==> src/rtl/lut_neuron_array_pipe.sv <==
// -----------------------------------------------------------------------------
// lut_neuron_array_pipe
//
// An array of NEURONS runtime-programmable LUT neurons. Each neuron owns a
// truth table of 2^IN_BITS entries, each OUT_BITS wide. The tables live in
// distributed RAM and are loaded through a single write port. One input beat
// carries an address for every neuron; all neurons are looked up in parallel,
// and the combined result leaves through a valid/ready output register.
//
// With REG_IN=1 an input register (s1) sits in front of the table read, so the
// beat-to-result latency is 1 + REG_IN cycles. Both stages are elastic: a
// stage takes a new beat whenever it is empty or its contents move on in the
// same cycle. This gives one beat per cycle under continuous ready.
//
// The write port has priority over the stream. While prog_en is high no new
// beat is accepted. Beats already in s1 keep moving. A lookup that reads the
// entry being written in the same cycle sees the old contents.
//
// Ports
//   clk          clock, all logic on the rising edge
//   rst          synchronous active-high reset (pipeline only, not tables)
//   in_valid     input beat valid
//   in_ready     block can accept an input beat
//   in_data      neuron n address at [n*IN_BITS +: IN_BITS]
//   out_valid    output beat valid
//   out_ready    downstream accepts the output beat
//   out_data     neuron n result at [n*OUT_BITS +: OUT_BITS]
//   prog_en      table write strobe
//   prog_neuron  target neuron index (out-of-range indices are ignored)
//   prog_addr    table entry address
//   prog_data    entry value
// -----------------------------------------------------------------------------
module lut_neuron_array_pipe #(
  parameter int IN_BITS  = 6,
  parameter int OUT_BITS = 2,
  parameter int NEURONS  = 4,
  parameter int REG_IN   = 0,
  parameter int NIDX_W   = 2
) (
  input  logic                         clk,
  input  logic                         rst,

  input  logic                         in_valid,
  output logic                         in_ready,
  input  logic [NEURONS*IN_BITS-1:0]   in_data,

  output logic                         out_valid,
  input  logic                         out_ready,
  output logic [NEURONS*OUT_BITS-1:0]  out_data,

  input  logic                         prog_en,
  input  logic [NIDX_W-1:0]            prog_neuron,
  input  logic [IN_BITS-1:0]           prog_addr,
  input  logic [OUT_BITS-1:0]          prog_data
);

  localparam int DEPTH = 1 << IN_BITS;

  // The table index needs only enough bits to count NEURONS. prog_neuron may
  // be wider, so the range check below uses all of its bits.
  localparam int SEL_W = (NEURONS > 1) ? $clog2(NEURONS) : 1;

  // The limit is widened by one bit so that NEURONS == 2^NIDX_W still fits.
  localparam logic [NIDX_W:0] NEURON_LIMIT = (NIDX_W + 1)'(NEURONS);

  // ---------------------------------------------------------------------------
  // Truth tables
  // ---------------------------------------------------------------------------
  logic [OUT_BITS-1:0] tbl [NEURONS][DEPTH];

  logic             wr_hit;
  logic [SEL_W-1:0] wr_sel;

  assign wr_hit = prog_en && ({1'b0, prog_neuron} < NEURON_LIMIT);
  assign wr_sel = prog_neuron[SEL_W-1:0];

  // NOTE: the table has no reset branch. Memories are not cleared by a reset;
  // a reset port on distributed RAM would force it into flip-flops. The tables
  // keep their contents across rst. Power-up contents come from the bitstream.
  always_ff @(posedge clk) begin
    if (wr_hit) begin
      tbl[wr_sel][prog_addr] <= prog_data;
    end
  end

  // ---------------------------------------------------------------------------
  // Parallel lookup
  // ---------------------------------------------------------------------------
  // rd_addr and rd_valid come from either the raw input or the s1 register.
  // The read is asynchronous. The write above commits at the clock edge, so a
  // lookup in the same cycle as a write to that entry still sees the old value.
  logic                         rd_valid;
  logic [NEURONS*IN_BITS-1:0]   rd_addr;
  logic [NEURONS*OUT_BITS-1:0]  rd_data;

  for (genvar n = 0; n < NEURONS; n++) begin : g_lookup
    assign rd_data[n*OUT_BITS +: OUT_BITS] = tbl[n][rd_addr[n*IN_BITS +: IN_BITS]];
  end

  // ---------------------------------------------------------------------------
  // Output stage
  // ---------------------------------------------------------------------------
  // The output register takes a new value whenever it is empty or its current
  // beat is consumed this cycle.
  logic out_adv;

  assign out_adv = !out_valid || out_ready;

  // ---------------------------------------------------------------------------
  // Input side: optional s1 register
  // ---------------------------------------------------------------------------
  if (REG_IN != 0) begin : g_reg_in
    logic                       s1_valid;
    logic [NEURONS*IN_BITS-1:0] s1_data;
    logic                       s1_load;

    // s1 can load when it is empty or its beat moves to the output this cycle.
    assign s1_load  = !s1_valid || out_adv;
    assign in_ready = s1_load && !prog_en;

    // NOTE: sequential state is written with non-blocking assignments only.
    // Every register then samples values from before the edge, so the order of
    // the always_ff blocks does not matter.
    always_ff @(posedge clk) begin
      if (rst) begin
        s1_valid <= 1'b0;
      end else if (s1_load) begin
        s1_valid <= in_valid && in_ready;
      end
    end

    // The data path carries no reset. Only the valid bit decides whether the
    // contents mean anything.
    always_ff @(posedge clk) begin
      if (in_valid && in_ready) begin
        s1_data <= in_data;
      end
    end

    assign rd_valid = s1_valid;
    assign rd_addr  = s1_data;
  end else begin : g_no_reg_in
    assign in_ready = out_adv && !prog_en;
    assign rd_valid = in_valid && in_ready;
    assign rd_addr  = in_data;
  end

  // out_data changes only when a new beat is captured. It holds while the
  // output is stalled, and it also holds after the beat drains.
  always_ff @(posedge clk) begin
    if (rst) begin
      out_valid <= 1'b0;
      out_data  <= '0;
    end else if (out_adv) begin
      out_valid <= rd_valid;
      if (rd_valid) begin
        out_data <= rd_data;
      end
    end
  end

endmodule

==> config.mk <==
export PLATFORM = sky130hd
export DESIGN_NAME = lut_neuron_array_pipe
export DESIGN_NICKNAME = d
export VERILOG_FILES = /design/src/rtl/lut_neuron_array_pipe.sv
export SDC_FILE = /design/constraint.sdc
export NUM_CORES = 1
export LEC_CHECK = 0
export BUFFER_PORTS_ARGS = -buffer_cell sky130_fd_sc_hd__buf_4
export CORE_ASPECT_RATIO = 0.5
export CORE_UTILIZATION = 42
export CTS_CLUSTER_DIAMETER = 100
export DETAILED_ROUTE_END_ITERATION = 7
export GPL_TIMING_DRIVEN = 0
export PLACE_DENSITY = 0.59
export SYNTH_ARGS = -nofsm -noshare
export SYNTH_HDL_FRONTEND = slang
export SYNTH_SLANG_ARGS = --single-unit
==> constraint.sdc <==
create_clock -name clk -period 3.28 [get_ports clk]
set_clock_uncertainty 0.1 [all_clocks]
set_input_delay 0.82 -clock clk [delete_from_list [all_inputs] [get_ports clk]]
set_output_delay 0.82 -clock clk [all_outputs]
set_load 0.1 [all_outputs]
==> results.yml <==
floorplan:
  num_io_pins: 49
  die_h_um: 163
  rows: 58
  fp.dieW_um: 325
  initial_core_util_pct: 43.1
  core_um2: 50800
  design.die.area_um2: 53100
cells_and_area:
  final_cell_mix: "edfxtp_1 (512), nor2_1 (283), nand2_1 (91)"
  final_cell_count_no_fill: 2105
  fin_nets: 1419
  fillCellCount: 4286
  layout_commonest_cell: "edfxtp_1"
  drive_above_1_share_pct: 15.5
  multi_input_area_um2: 5840
  regArea_um2: 15600
  synthToLayoutAreaGrowth_pct: 12.1
  num_antenna_cells: 0
job:
  drv_cap: 0
routing:
  drc: 11
  drt_iter0_drc: 1672
  ant_nets: 0
  via_per_inst: 5.84
  routedWlPerCell_um: 29.4
  dr.pass1.iters: 8
  wl_um: 61900
  vias: 12300
sta:
  fmax_mhz: 379
  final_hold_viol_count: 0
  rsz0062_at_grt: "false"
  fin_tns_setup_ns: 0
  worst_slew_pin_slew_ns: 0.968
  fin_ws_ns: 0.642
  post-route-period-util_pct: 80.4
  setup_violations: 0
  relSlewSlack_pct: 35.4
  hold_ws_ns: 0.344
  fin_crit_ns: 2.64
  slew_viol_final: 0
placed_design:
  hpwlAfterDp_um: 41000
  gp_congestion: 0.925
  dpl.cell_count: 2020
  dp_slack_ns: 0.124
  portBuffers: 32
synth:
  syn_inst: 1295
  syn-num-nets: 1334
  synth_top_family_by_area: "multiplexers"
  synthAdderAreaFrac_pct: 0
  synth.distinct_cells: 35
  yosysWarnings: 0
  ys_seq_area_share_pct: 71.1
  synthSimpleGateAreaFrac_pct: 8.38
  synth_xor_area_share_pct: 0
  synth_area_um2: 21900
  synth_area_per_cell_um2: 16.9
  synth-seq-cells: 521
  synth_compound_area_share_pct: 3.33
  synthMuxAreaShare_pct: 14.9
power:
  power.density_nw_per_um2: 551
  p_leak_nw: 7.81
  peakVddDrop_uv: 349
clock_tree:
  clk_pin_slew_ns: 0.06
  htree_levels: 2
  clock_sinks: 521
  cts_made_buffers: 48
  ctsResizeCount: 0
  cts.path.max_buffers: 3
  cts_setup_buffers: 0
  cts-root-buf: "clkbuf_16"
  clock_latency_ns: 0.57
  cts_tree: "built"
  holdBufCountCts: 0
outcome:
  status: "finished, violations left"
  violations: "design-rule violations"
global_route:
  grt_max_degree: 157
  grt_first_pass_wirelength_um: 86900
  grt_overflow: 0
  antenna_found_initial: 2
  grt_pass1_vias: 12600
  grt.total_usage_pct: 23.3
setup_path:
  worstPathMaxFanout: 7
  crit_path_end_kind: "flip-flop"
  cp.arrival_ns: 2.79
  critPathLaunchType: "primary input"
  cp.required_ns: 3.43
  criticalPathCategory: "in2reg"
worst_hold_path:
  min_path_type: "in2reg"
==> worst max-delay path: stages <==
cell and delay (ns):
buf_4 0.13, nand2b_1 0.19, nor3_1 0.64, nand2_1 0.62, nor2_1 0.36
==> area by class of cell <==
| class | instances | area share, % |
|---|---|---|
| buffer | 79 | 2.02 |
| clock buffer | 54 | 5.07 |
| clock inverter | 31 | 0.887 |
| multi-input combinational | 695 | 23.8 |
| sequential | 521 | 63.4 |
| tap | 690 | 3.52 |
| timing repair buffer | 35 | 1.31 |
==> sequential cells by signal (all words and copies together), names as in the netlist <==
signal / flops
out_data: 8
out_valid: 1
tbl: 512
==> path summary, 6_finish.rpt <==
check	start	to	slack, ns	cells after the start
min	rst	out_valid	0.34	2
max reg2reg	out_valid	out_data[1]	0.71	7
max	prog_addr[1]	tbl[3][14]	0.64	5
min reg2reg	out_data[6]	out_data[6]	0.49	2
==> cells by family after synthesis <==
family,count (synthesis)
AOI/OAI and AO/OA,89
muxes,160
buffers and inverters,79
DFF,521
and+or+nand+nor,446
==> through the flow <==
stage / total power [mW] / cell area, µm² / util (%)
4_1_cts: 13.6 / 24500 / 48.3
3_3_place_gp: 8.28 / 23000 / 45.3
2_1_floorplan: 7.97 / 21900 / -
6_report: 13.5 / 24500 / 48.3
3_5_place_dp: 8.30 / 23100 / 45.4
5_1_grt: 13.9 / 24500 / 48.3
==> synthesized netlist by cell type <==
| cell type | number | share of area [%] |
|---|---|---|
| a2111oi_0 | 1 | 0.040 |
| a2111oi_1 | 7 | 0.32 |
| a211oi_1 | 8 | 0.27 |
| a21oi_1 | 16 | 0.37 |
| a221o_1 | 8 | 0.37 |
| a22o_1 | 24 | 0.96 |
| a22oi_1 | 4 | 0.14 |
| a22oi_2 | 4 | 0.23 |
| and2_1 | 4 | 0.11 |
| and3_1 | 5 | 0.14 |
| and3b_1 | 1 | 0.040 |
| buf_1 | 14 | 0.24 |
| buf_12 | 4 | 0.37 |
| buf_2 | 15 | 0.34 |
| buf_4 | 11 | 0.38 |
| buf_6 | 8 | 0.41 |
| clkbuf_1 | 24 | 0.41 |
| dfxtp_1 | 9 | 0.82 |
| dlygate4sd1_1 | 3 | 0.12 |
| edfxtp_1 | 512 | 70 |
| mux2i_1 | 40 | 1.8 |
| mux4_1 | 45 | 5.4 |
| mux4_2 | 75 | 7.7 |
| nand2_1 | 91 | 1.6 |
| nand2b_1 | 10 | 0.29 |
| nand3_1 | 10 | 0.23 |
| nand3b_1 | 1 | 0.034 |
| nor2_1 | 283 | 4.9 |
| nor2b_1 | 24 | 0.69 |
| nor3_1 | 13 | 0.30 |
| nor3b_1 | 3 | 0.10 |
| o2111a_1 | 8 | 0.41 |
| o21ai_0 | 8 | 0.18 |
| o21ba_2 | 1 | 0.046 |
| or2_2 | 1 | 0.029 |
==> power by group <==
part | internal (mW) | total, mW | switching (mW)
Sequential | 7.32 | 7.34 | 0.0123
Combinational | 0.292 | 0.826 | 0.534
Clock | 2.95 | 5.35 | 2.40
==> per-layer routing <==
| layer | track usage (%) | vias up | wire, µm |
|---|---|---|---|
| met3 | 7.63 | 144 | 6820 |
| li1 | - | 5236 | - |
| met5 | 0 | - | 0 |
| met2 | 38.0 | 611 | 29600 |
| met1 | 29.8 | 6310 | 23600 |
| met4 | 7.44 | 0 | 1970 |
No activity file was read; power rests on OpenSTA's default activity.
